File: src/rtl/pwm_peripheral.sv
// =============================================================================
// pwm_peripheral : 16 outputs, each forced low, static high, or driven by one
//                  shared double-buffered 8-bit PWM waveform.
// Revision       : 1.0
// =============================================================================
`default_nettype none

module pwm_peripheral #(
  parameter int unsigned PRESCALE = 13
) (
  input  logic        clk,
  input  logic        rst_n,
  input  logic [7:0]  en_reg_out_7_0,
  input  logic [7:0]  en_reg_out_15_8,
  input  logic [7:0]  en_reg_pwm_7_0,
  input  logic [7:0]  en_reg_pwm_15_8,
  input  logic [7:0]  pwm_duty_cycle,
  output logic [15:0] out,
  output logic        period_start
);

  localparam logic [11:0] c_PRE_LAST = 12'(PRESCALE - 1);

  logic [11:0] pre_cnt_q, pre_cnt_d;
  logic [7:0]  pwm_cnt_q, pwm_cnt_d;
  logic [7:0]  duty_sh_q, duty_sh_d;
  logic [15:0] out_q, out_d;
  logic        period_start_q, period_start_d;
  logic        tick;
  logic        wrap;
  logic        pwm_sig;
  logic [15:0] en_out;
  logic [15:0] en_pwm;

  assign en_out = {en_reg_out_15_8, en_reg_out_7_0};
  assign en_pwm = {en_reg_pwm_15_8, en_reg_pwm_7_0};

  always_comb begin
    tick           = (pre_cnt_q == c_PRE_LAST);
    wrap           = tick && (pwm_cnt_q == 8'hFF);
    pre_cnt_d      = tick ? 12'd0 : (pre_cnt_q + 12'd1);
    pwm_cnt_d      = tick ? (pwm_cnt_q + 8'd1) : pwm_cnt_q;
    duty_sh_d      = wrap ? pwm_duty_cycle : duty_sh_q;
    // Waveform is taken from the next state so the first out value of a
    // period lands on the same clk as period_start.
    pwm_sig        = (duty_sh_d == 8'hFF) || (pwm_cnt_d < duty_sh_d);
    out_d          = en_out & (~en_pwm | {16{pwm_sig}});
    period_start_d = wrap;
  end

  always_ff @(posedge clk or negedge rst_n) begin
    if (!rst_n) begin
      pre_cnt_q      <= 12'd0;
      pwm_cnt_q      <= 8'd0;
      duty_sh_q      <= 8'h00;
      out_q          <= 16'h0000;
      period_start_q <= 1'b0;
    end else begin
      pre_cnt_q      <= pre_cnt_d;
      pwm_cnt_q      <= pwm_cnt_d;
      duty_sh_q      <= duty_sh_d;
      out_q          <= out_d;
      period_start_q <= period_start_d;
    end
  end

  assign out          = out_q;
  assign period_start = period_start_q;

endmodule

`default_nettype wire

File: config.mk
export PLATFORM = sky130hd
export DESIGN_NAME = pwm_peripheral
export DESIGN_NICKNAME = d
export VERILOG_FILES = /design/src/rtl/pwm_peripheral.sv
export SDC_FILE = /design/constraint.sdc
export NUM_CORES = 1
export LEC_CHECK = 0
export ABC_AREA = 1
export BUFFER_PORTS_ARGS = -buffer_cell sky130_fd_sc_hd__clkbuf_2
export CAP_MARGIN = 0
export CORE_UTILIZATION = 53
export CTS_CLUSTER_DIAMETER = 100
export CTS_CLUSTER_SIZE = 12
export DETAILED_ROUTE_END_ITERATION = 8
export GPL_TIMING_DRIVEN = 0
export MAX_ROUTING_LAYER = met4
export PLACE_DENSITY_LB_ADDON = 0.1
export REMOVE_ABC_BUFFERS = 1
export SKIP_CTS_REPAIR_TIMING = 1
export SLEW_MARGIN = 20
export SYNTH_ARGS = -nofsm -noshare
export SYNTH_HDL_FRONTEND = slang
export SYNTH_SLANG_ARGS = --single-unit
File: constraint.sdc
create_clock -name clk -period 3.5 [get_ports clk]
set_clock_uncertainty 0.1 [all_clocks]
set_input_delay 0.175 -clock clk [delete_from_list [all_inputs] [get_ports clk]]
set_output_delay 0.175 -clock clk [all_outputs]
set_load 0.1 [all_outputs]
==> flow_summary.json, run 1 <==
{
  "start_util_pct": 56.9,
  "core_sq_um": 4140,
  "yosys_warnings": 0,
  "async_reset_ff_share_pct": 100,
  "syn_area_sq_um": 2360,
  "dr.pass1.iters": 4,
  "cts_tree": "yes",
  "ctsLongestPathBuffers": 2,
  "p_switching_uw": 278,
  "place.gp.congestion": 0.844,
  "critPathTopFamily": "simple AND/OR/NAND/NOR gates",
  "synthTopCellsByCount": "61 x nand2_1, 48 x inv_1, 45 x dfrtp_1, 22 x nor2_1",
  "slew_headroom_pct": 60.7,
  "path_class": "reg -> reg",
  "track_usage_pct": 21.1,
  "synth_top_area_cell": "dfrtp_1",
  "critPathLaunch": "pre_cnt_q[0]$_DFF_PN0_",
  "synth_most_common_cell": "nand2_1",
  "num_io_pins": 59,
  "yosys.cell_types.count": 34,
  "fin_util_pct": 71.4,
  "min_from": "en_reg_out_7_0[4]",
  "antenna_found_initial": 0,
  "htree_levels": 2,
  "cts-root-buf": "clkbuf_8",
  "peakVddDrop_mv": 0.257,
  "crit_slowest_cell": "dfrtp_1",
  "ys_seq_area_share_pct": 47.7,
  "overflow": 0,
  "finalSetupTns_ps": 0,
  "antennaDiodeCount": 0,
  "setup.worst_path.end_class": "flip-flop",
  "fillers": 343,
  "wirelength_um": 4470,
  "finalWorstSetupSlack_ps": 520,
  "r2r_slack_ps": 520,
  "r2r_start": "pre_cnt_q[0]$_DFF_PN0_",
  "ys_seq_elements": 45,
  "hpwl_um": 3160,
  "power_density_nw_per_um2": 364,
  "cp_common_cell": "inv_1",
  "via_per_inst": 4.76,
  "hold_slack_ps": -29.0,
  "intPower_uw": 797,
  "worst_slew_pin_slew_ps": 590,
  "synth_ff_type": "dfrtp_1",
  "die_area_sq_um": 4720,
  "swShare_pct": 25.9,
  "synth.area.top_cells": "dfrtp_1 48%, nand2_1 9.7%, inv_1 7.6%",
  "layout.area.seq_sq_um": 1130,
  "violations": "negative hold slack",
  "multi_input_area_sq_um": 983,
  "dieHeight_um": 68.7,
  "setup_viol": 0,
  "path_cells": "inv_1 > ha_1 > nand3_1 > nor4_1 > nand2_1 > inv_1 > nand4_1 > xor2_1 > inv_1 > ha_1 > a21oi_1 > nor2_1 > a211oi_1 > nand2_4 > nand3_1 > nand2_1 > inv_1",
  "synth_edf_count": 0,
  "finalHoldViolCount": 3,
  "die_w_um": 68.7,
  "wire_per_inst_um": 11.2,
  "final_nets": 399,
  "min_period_ps": 2980,
  "grt_pass1_vias": 1688,
  "drt_iter0_markers": 99,
  "vias": 1898,
  "cts.sinks": 45,
  "yosysTopAreaCellShare_pct": 47.7,
  "ant_nets": 0,
  "fmax_mhz": 336,
  "cts-buffers-inserted": 5,
  "path_clk_slew_ps": 80,
  "status": "complete, but fails checks",
  "critPathMaxFanout": 16,
  "grt_max_degree": 46,
  "p_leak_nw": 1.66,
  "hold_path.class": "in -> reg",
  "drc": 0,
  "cp-start-kind": "flip-flop",
  "required_ps": 3640,
  "placementRows": 23,
  "cp_data_arrival_time_ps": 3120,
  "syn2layout_area_growth_pct": 25.4,
  "fin_crit_sh_pct": 85.1,
  "maxCapViolations": 0,
  "layout-drive-gt1-share_pct": 28.4,
  "grt_pass1_wl_um": 7130,
  "combinationalPowerShare_pct": 12.6,
  "syn-instance-count": 270,
  "pre_cts_ws_ps": 548,
  "drv_slew": 0,
  "rsz0062_at_grt": "false",
  "clk_latency_ps": 300,
  "pwr-share-seq_pct": 49.4,
  "slowest_delay_ps": 410,
  "synth.avg_cell_area_sq_um": 8.74,
  "numPortBuffers": 58,
  "path_buf_inv": 4,
  "p_clk_share_pct": 38.0
}
[layout make-up]
type / count / share of cell area [%]
clock buffer: 6 / 2.79
tap: 50 / 2.12
clock inverter: 2 / 1.27
timing repair buffer: 73 / 15.0
multi-input combinational: 165 / 33.2
sequential: 45 / 38.1
inverter: 58 / 7.53
[registers in the layout, indices dropped and copies added, names as in the netlist]
signal,flops
duty_sh_q,8
out,16
period_start,1
pre_cnt_q,12
pwm_cnt_q,8
[worst min-delay path, delay by kind of cell]
family | cells | cell delay, ps
buf+inv | 2 | 110
simple gates | 1 | 50
[worst paths after layout]
kind,end,depth (start not counted)
worst min register to register,pre_cnt_q[0]$_DFF_PN0_,1
worst max-delay path,out[2]$_DFF_PN0_,17
min in group asynchronous,pre_cnt_q[8]$_DFF_PN0_,2
worst max register to register,out[2]$_DFF_PN0_,17
worst min-delay path,out[4]$_DFF_PN0_,3
max in group asynchronous,duty_sh_q[6]$_DFF_PN0_,2
[layout by cell type (no fill, tap or decap), types with 3 or more instances in the layout]
cell,count
nand3_2,12
xnor2_1,4
dlygate4sd3_1,15
nor2_1,22
nor3_1,4
o21ai_0,4
nand3_1,12
nand2_1,61
ha_1,9
clkbuf_2,57
inv_2,9
nand2_2,3
nand4_1,5
xor2_1,7
inv_1,48
clkbuf_8,6
dfrtp_1,45
[stage by stage]
| step | cells | total power [mW] | area [sq um] |
|---|---|---|---|
| 2_1_floorplan | 268 | 0.619 | 2330 |
| 3_3_place_gp | 376 | 0.663 | 2690 |
| 3_5_place_dp | 376 | 0.665 | 2690 |
| 4_1_cts | 384 | 1.07 | 2810 |
| 5_1_grt | 399 | 1.11 | 2960 |
| 6_report | 399 | 1.08 | 2960 |
[logic make-up (layout without fill, tap and decap cells)]
logic type / Yosys count / count (layout) / synth area share [%]
AND/OR/NAND/NOR: 133 / 133 / 29.8
buffers and inverters: 60 / 139 / 10.6
flip-flops: 45 / 45 / 47.7
AO/OA/AOI/OAI: 12 / 12 / 3.08
XOR/XNOR: 11 / 11 / 4.08
adder cells (fa/ha/maj): 9 / 9 / 4.77
[metal layers]
metal	track usage (%)	share of wire, %
met1	26.5	47
met2	34.1	48
met3	4.44	4.1
met4	6.89	1.2
met5	-	0
[power groups by stage]
stage / logic, mW / clock network [mW] / registers, mW
after CTS: 0.123 / 0.418 / 0.531
final: 0.136 / 0.409 / 0.531
after floorplan: 0.00710 / 0 / 0.612
after global routing: 0.144 / 0.435 / 0.532
after detailed placement: 0.123 / 0 / 0.542
after global placement: 0.122 / 0 / 0.541
(Power assumes the default switching activity.)
==> inputs of run 2 (changes only) <==
CORE_ASPECT_RATIO = 1.4   (was unset)
clock period = 3 ns   (was 3.5 ns; I/O delays follow)
==> run 2 against run 1 <==
  * The flow now finishes without violations
  * Worst hold slack gained 35 ps
  * Core utilization grew 2.5 points
  * Sequential power grew 17%
  * Final area grew 5.8%
  * Non-clock buffer count grew 11
  * Maximum frequency grew 4.3%
  * Critical path depth grew 1
  * Global-route usage grew 0.21 points
  * Wire length grew 17%
  * Critical path type unchanged
  * Largest cell class unchanged
  * Largest power group unchanged
==> flow_summary.json, run 2 (synthesis gave the netlist of run 1 again) <==
{
  "status": "complete, no violations",
  "vias": 2006,
  "antennaDiodeCount": 0,
  "peakVddDrop_mv": 0.358,
  "pre_cts_ws_ps": 11.7,
  "wirelength_um": 5220,
  "postLayoutCellArea_sq_um": 3130,
  "hpwl_um": 3320,
  "largest_reg_flops": 16,
  "finalWorstSetupSlack_ps": 142,
  "path_clk_slew_ps": 70,
  "drc": 0,
  "power_density_nw_per_um2": 360,
  "slew_headroom_pct": 63.1,
  "num_io_pins": 59,
  "grt_pass1_wl_um": 7340,
  "cp-start-kind": "flip-flop",
  "dieHeight_um": 80.9,
  "die_area_sq_um": 4720,
  "fin_util_pct": 73.8,
  "reg2regPathDepth": 18,
  "ctsLongestPathBuffers": 2,
  "critPathCapture": "out[9]$_DFF_PN0_",
  "placementRows": 28,
  "finalHoldViolCount": 0,
  "layout-drive-gt1-share_pct": 32.9,
  "wire_per_inst_um": 12.5,
  "overflow": 0,
  "grt_max_degree": 46,
  "layout_commonest_cell": "nand2_1",
  "fin_crit_sh_pct": 95.3,
  "fmax_mhz": 350,
  "p_leak_nw": 1.70,
  "syn2layout_area_growth_pct": 32.7,
  "setup_viol": 0,
  "cts.sinks": 45,
  "die_w_um": 58.4,
  "dr.pass1.iters": 4,
  "ant_nets": 0,
  "r2r_start": "pre_cnt_q[1]$_DFF_PN0_",
  "drt_iter0_markers": 64,
  "critPathMaxFanout": 8,
  "required_ps": 3130,
  "grt_pass1_vias": 1843,
  "via_per_inst": 4.79,
  "r2r_end": "out[9]$_DFF_PN0_",
  "path_class": "reg -> reg",
  "track_usage_pct": 21.3,
  "start_util_pct": 55.6,
  "numPortBuffers": 58,
  "r2r_slack_ps": 140,
  "critPathLaunch": "pre_cnt_q[1]$_DFF_PN0_",
  "min_period_ps": 2860,
  "final_nets": 411,
  "finalPower_mw": 1.13,
  "antenna_found_initial": 0,
  "setup.worst_path.end_class": "flip-flop",
  "cp_data_arrival_time_ps": 2990,
  "core_sq_um": 4240,
  "cts_tree": "yes",
  "hold_path.class": "in -> reg",
  "drv_slew": 0,
  "htree_levels": 2,
  "clk_latency_ps": 300,
  "cts-buffers-inserted": 5,
  "place.gp.congestion": 0.836,
  "worst_slew_pin_slew_ps": 554,
  "final_cell_mix": "60 x nand2_1, 57 x clkbuf_2, 46 x inv_1",
  "post_dp_cell_area_sq_um": 2700,
  "maxCapViolations": 0,
  "cts-root-buf": "clkbuf_8"
}
[run 2: routing by layer]
metal / wire length (um) / vias up / global-route usage (%)
li1: - / 1008 / -
met1: 1990 / 936 / 21.6
met2: 2930 / 50 / 38.7
met3: 158 / 12 / 3.82
met4: 145 / 0 / 11.0
met5: 0 / - / -
[run 2: area by class of cell]
cell class / count / area [sq um]
Clock inverter: 1 / 5.00
Multi-Input combinational cell: 166 / 1090
Inverter: 58 / 223
Sequential cell: 45 / 1130
Clock buffer: 5 / 68.8
Timing Repair Buffer: 84 / 546
Fill cell: 334 / 1110
Tap cell: 60 / 75.1
[run 2: report_power, final]
| group | leakage [nW] | total (mW) | switching, mW | internal (mW) |
|---|---|---|---|---|
| clock | 0.0399 | 0.343 | 0.189 | 0.153 |
| sequential | 0.545 | 0.620 | 0.00273 | 0.617 |
| combinational | 1.12 | 0.166 | 0.119 | 0.0471 |
| total | 1.70 | 1.13 | 0.311 | 0.817 |
[run 2: how the worst min path moves through the flow]
| stage | from | endpoint | slack (ps) | depth (start not counted) |
|---|---|---|---|---|
| 6_report | pwm_duty_cycle[1] | duty_sh_q[1]$_DFF_PN0_ | 6 | 3 |
| 5_1_grt | en_reg_pwm_7_0[7] | out[7]$_DFF_PN0_ | 20 | 4 |
| 4_1_cts | en_reg_out_15_8[6] | out[14]$_DFF_PN0_ | -70 | 3 |
| 3_5_place_dp | en_reg_out_7_0[5] | out[5]$_DFF_PN0_ | 240 | 3 |
| 3_3_place_gp | en_reg_out_15_8[5] | out[13]$_DFF_PN0_ | 240 | 3 |
| 2_1_floorplan | rst_n | duty_sh_q[0]$_DFF_PN0_ | -250 | 0 |
[run 2: critical path: stages (launching register included)]
cell,delay (ps)
dfrtp_1,390
inv_2,80
ha_4,140
nand3_1,70
nor4_1,210
nand2_1,170
nor2_2,160
nand2_1,90
xor2_1,170
inv_1,90
ha_1,280
nand2_1,90
nor2_1,70
a211oi_4,250
buf_6,160
nand2_8,80
nand3_2,70
nand2_1,70
inv_1,70
[run 2: per-stage QoR]
step	TNS (ps)	hold slack, ps	instances
2_1_floorplan	0	-246	268
3_3_place_gp	0	237	386
3_5_place_dp	0	241	386
4_1_cts	-28.9	-70.1	392
5_1_grt	-585	16.4	419
6_report	0	5.57	419
==> inputs of run 3 (changes only) <==
CORE_UTILIZATION = 57   (was 53)
SKIP_CTS_REPAIR_TIMING = unset   (was 1)
clock period = 3.65 ns   (was 3 ns; I/O delays follow)
==> run 3 against run 2 <==
  * Sequential power is 18% lower
  * Worst hold slack better by 7.6 ps
  * Combinational power is 20% lower
  * Sequential share of layout area is 2.2 points higher
  * Largest power group unchanged
==> flow_summary.json, run 3 (synthesis gave the netlist of run 1 again) <==
{
  "status": "complete, no violations",
  "final_nets": 401,
  "place.gp.congestion": 0.894,
  "required_ps": 3790,
  "setup_viol": 0,
  "maxCapViolations": 0,
  "worst_slew_pin_slew_ps": 563,
  "grt_pass1_vias": 2040,
  "ant_nets": 0,
  "power_density_nw_per_um2": 330,
  "hpwl_um": 3400,
  "antennaDiodeCount": 0,
  "numPortBuffers": 58,
  "final_cell_mix": "61 x nand2_1, 57 x clkbuf_2, 48 x inv_1",
  "drt_iter0_markers": 60,
  "min_period_ps": 3030,
  "ctsLongestPathBuffers": 2,
  "track_usage_pct": 24.7,
  "core_sq_um": 3950,
  "critPathMaxFanout": 16,
  "die_w_um": 56.4,
  "cts.sinks": 45,
  "layout-drive-gt1-share_pct": 28.2,
  "cp-start-kind": "flip-flop",
  "cts_resized": 0,
  "placementRows": 27,
  "path_clk_slew_ps": 80,
  "hold_slack_ps": 13.2,
  "wire_per_inst_um": 11.6,
  "dieHeight_um": 78.1,
  "overflow": 0,
  "dr.pass1.iters": 5,
  "htree_levels": 2,
  "clk_latency_ps": 300,
  "wirelength_um": 4560,
  "vias": 1954,
  "drv_slew": 0,
  "peakVddDrop_mv": 0.336,
  "start_util_pct": 59.7,
  "setup.worst_path.end_class": "flip-flop",
  "cts_tree": "yes",
  "fin_util_pct": 74.6,
  "cp_data_arrival_time_ps": 3170,
  "cts-buffers-inserted": 5,
  "antenna_found_initial": 0,
  "finalHoldViolCount": 0,
  "p_leak_nw": 1.66,
  "hold_path.class": "in -> reg",
  "grt_pass1_wl_um": 8170,
  "path_class": "reg -> reg",
  "via_per_inst": 4.96,
  "cts-root-buf": "clkbuf_8",
  "layout_commonest_cell": "nand2_1",
  "largest_reg_flops": 16,
  "grt_max_degree": 46,
  "finalSetupTns_ps": 0,
  "drc": 0,
  "slew_headroom_pct": 62.6,
  "rsz0062_at_grt": "false",
  "die_area_sq_um": 4400,
  "fin_crit_sh_pct": 83.0,
  "r2r_slack_ps": 620,
  "syn2layout_area_growth_pct": 25.1,
  "fmax_mhz": 330,
  "num_io_pins": 59
}
-- run 3: cell count changes in the layout (fill, tap and decap cells not counted), sizes merged --
cell         before  now
buf               7    1
dlygate4sd3      20   17
clkbuf           62   64
nand2            66   65
-- run 3: final timing paths --
path,from,end,cells past startpoint
setup / recovery,pre_cnt_q[0]$_DFF_PN0_,out[3]$_DFF_PN0_,17
hold / removal,pwm_duty_cycle[6],duty_sh_q[6]$_DFF_PN0_,3
setup reg to reg,pre_cnt_q[0]$_DFF_PN0_,out[3]$_DFF_PN0_,17
min in group asynchronous,rst_n,pre_cnt_q[6]$_DFF_PN0_,2
hold reg to reg,pre_cnt_q[0]$_DFF_PN0_,pre_cnt_q[0]$_DFF_PN0_,1
max in group asynchronous,rst_n,pwm_cnt_q[4]$_DFF_PN0_,2
-- run 3: what timing repair did --
item,CTS,global route
setup buffers,0,0
hold buffers,16,1
hold endpoints to repair,16,45
-- run 3: per-layer routing --
| metal | up-vias | wire [um] | track usage, % |
|---|---|---|---|
| li1 | 991 | - | - |
| met1 | 895 | 1810 | 24.6 |
| met2 | 54 | 2450 | 45.6 |
| met3 | 14 | 172 | 5.27 |
| met4 | 0 | 129 | 10.5 |
| met5 | - | 0 | - |
-- run 3: stage by stage --
stage | power (mW) | setup WS [ps] | instance area (sq um) | instances
finish | 0.974 | 622 | 2950 | 394
global route | 1.01 | 286 | 2950 | 394
CTS | 0.981 | 619 | 2940 | 393
detailed placement | 0.638 | 663 | 2680 | 369
global placement | 0.636 | 737 | 2680 | 369
floorplan | 0.594 | 1030 | 2330 | 268
-- run 3: report_power, final --
group          total [mW]  switching, mW  leakage, nW  internal (mW)
logic               0.133         0.0962         1.06         0.0365
registers           0.509        0.00224        0.545          0.507
clock network       0.332          0.161       0.0542          0.171
total               0.974          0.259         1.66          0.714
-- run 3: area by class of cell --
cell class / instances / area (sq um)
Clock buffer: 7 / 96.3
Clock inverter: 1 / 5.00
Fill cell: 297 / 1000
Inverter: 58 / 223
Multi-Input combinational cell: 165 / 983
Sequential cell: 45 / 1130
Tap cell: 43 / 53.8
Timing Repair Buffer: 75 / 463
-- run 3: critical path, cell delays in order (launching register included) --
cell	delay, ps
dfrtp_1	410
inv_1	80
ha_1	200
nand3_1	90
nor4_1	160
nand2_1	160
inv_1	110
nand4_1	100
xor2_1	160
inv_1	70
ha_1	290
a21oi_1	160
nor2_1	50
a211oi_1	330
nand2_4	230
nand3_1	130
nand2_1	80
inv_1	50
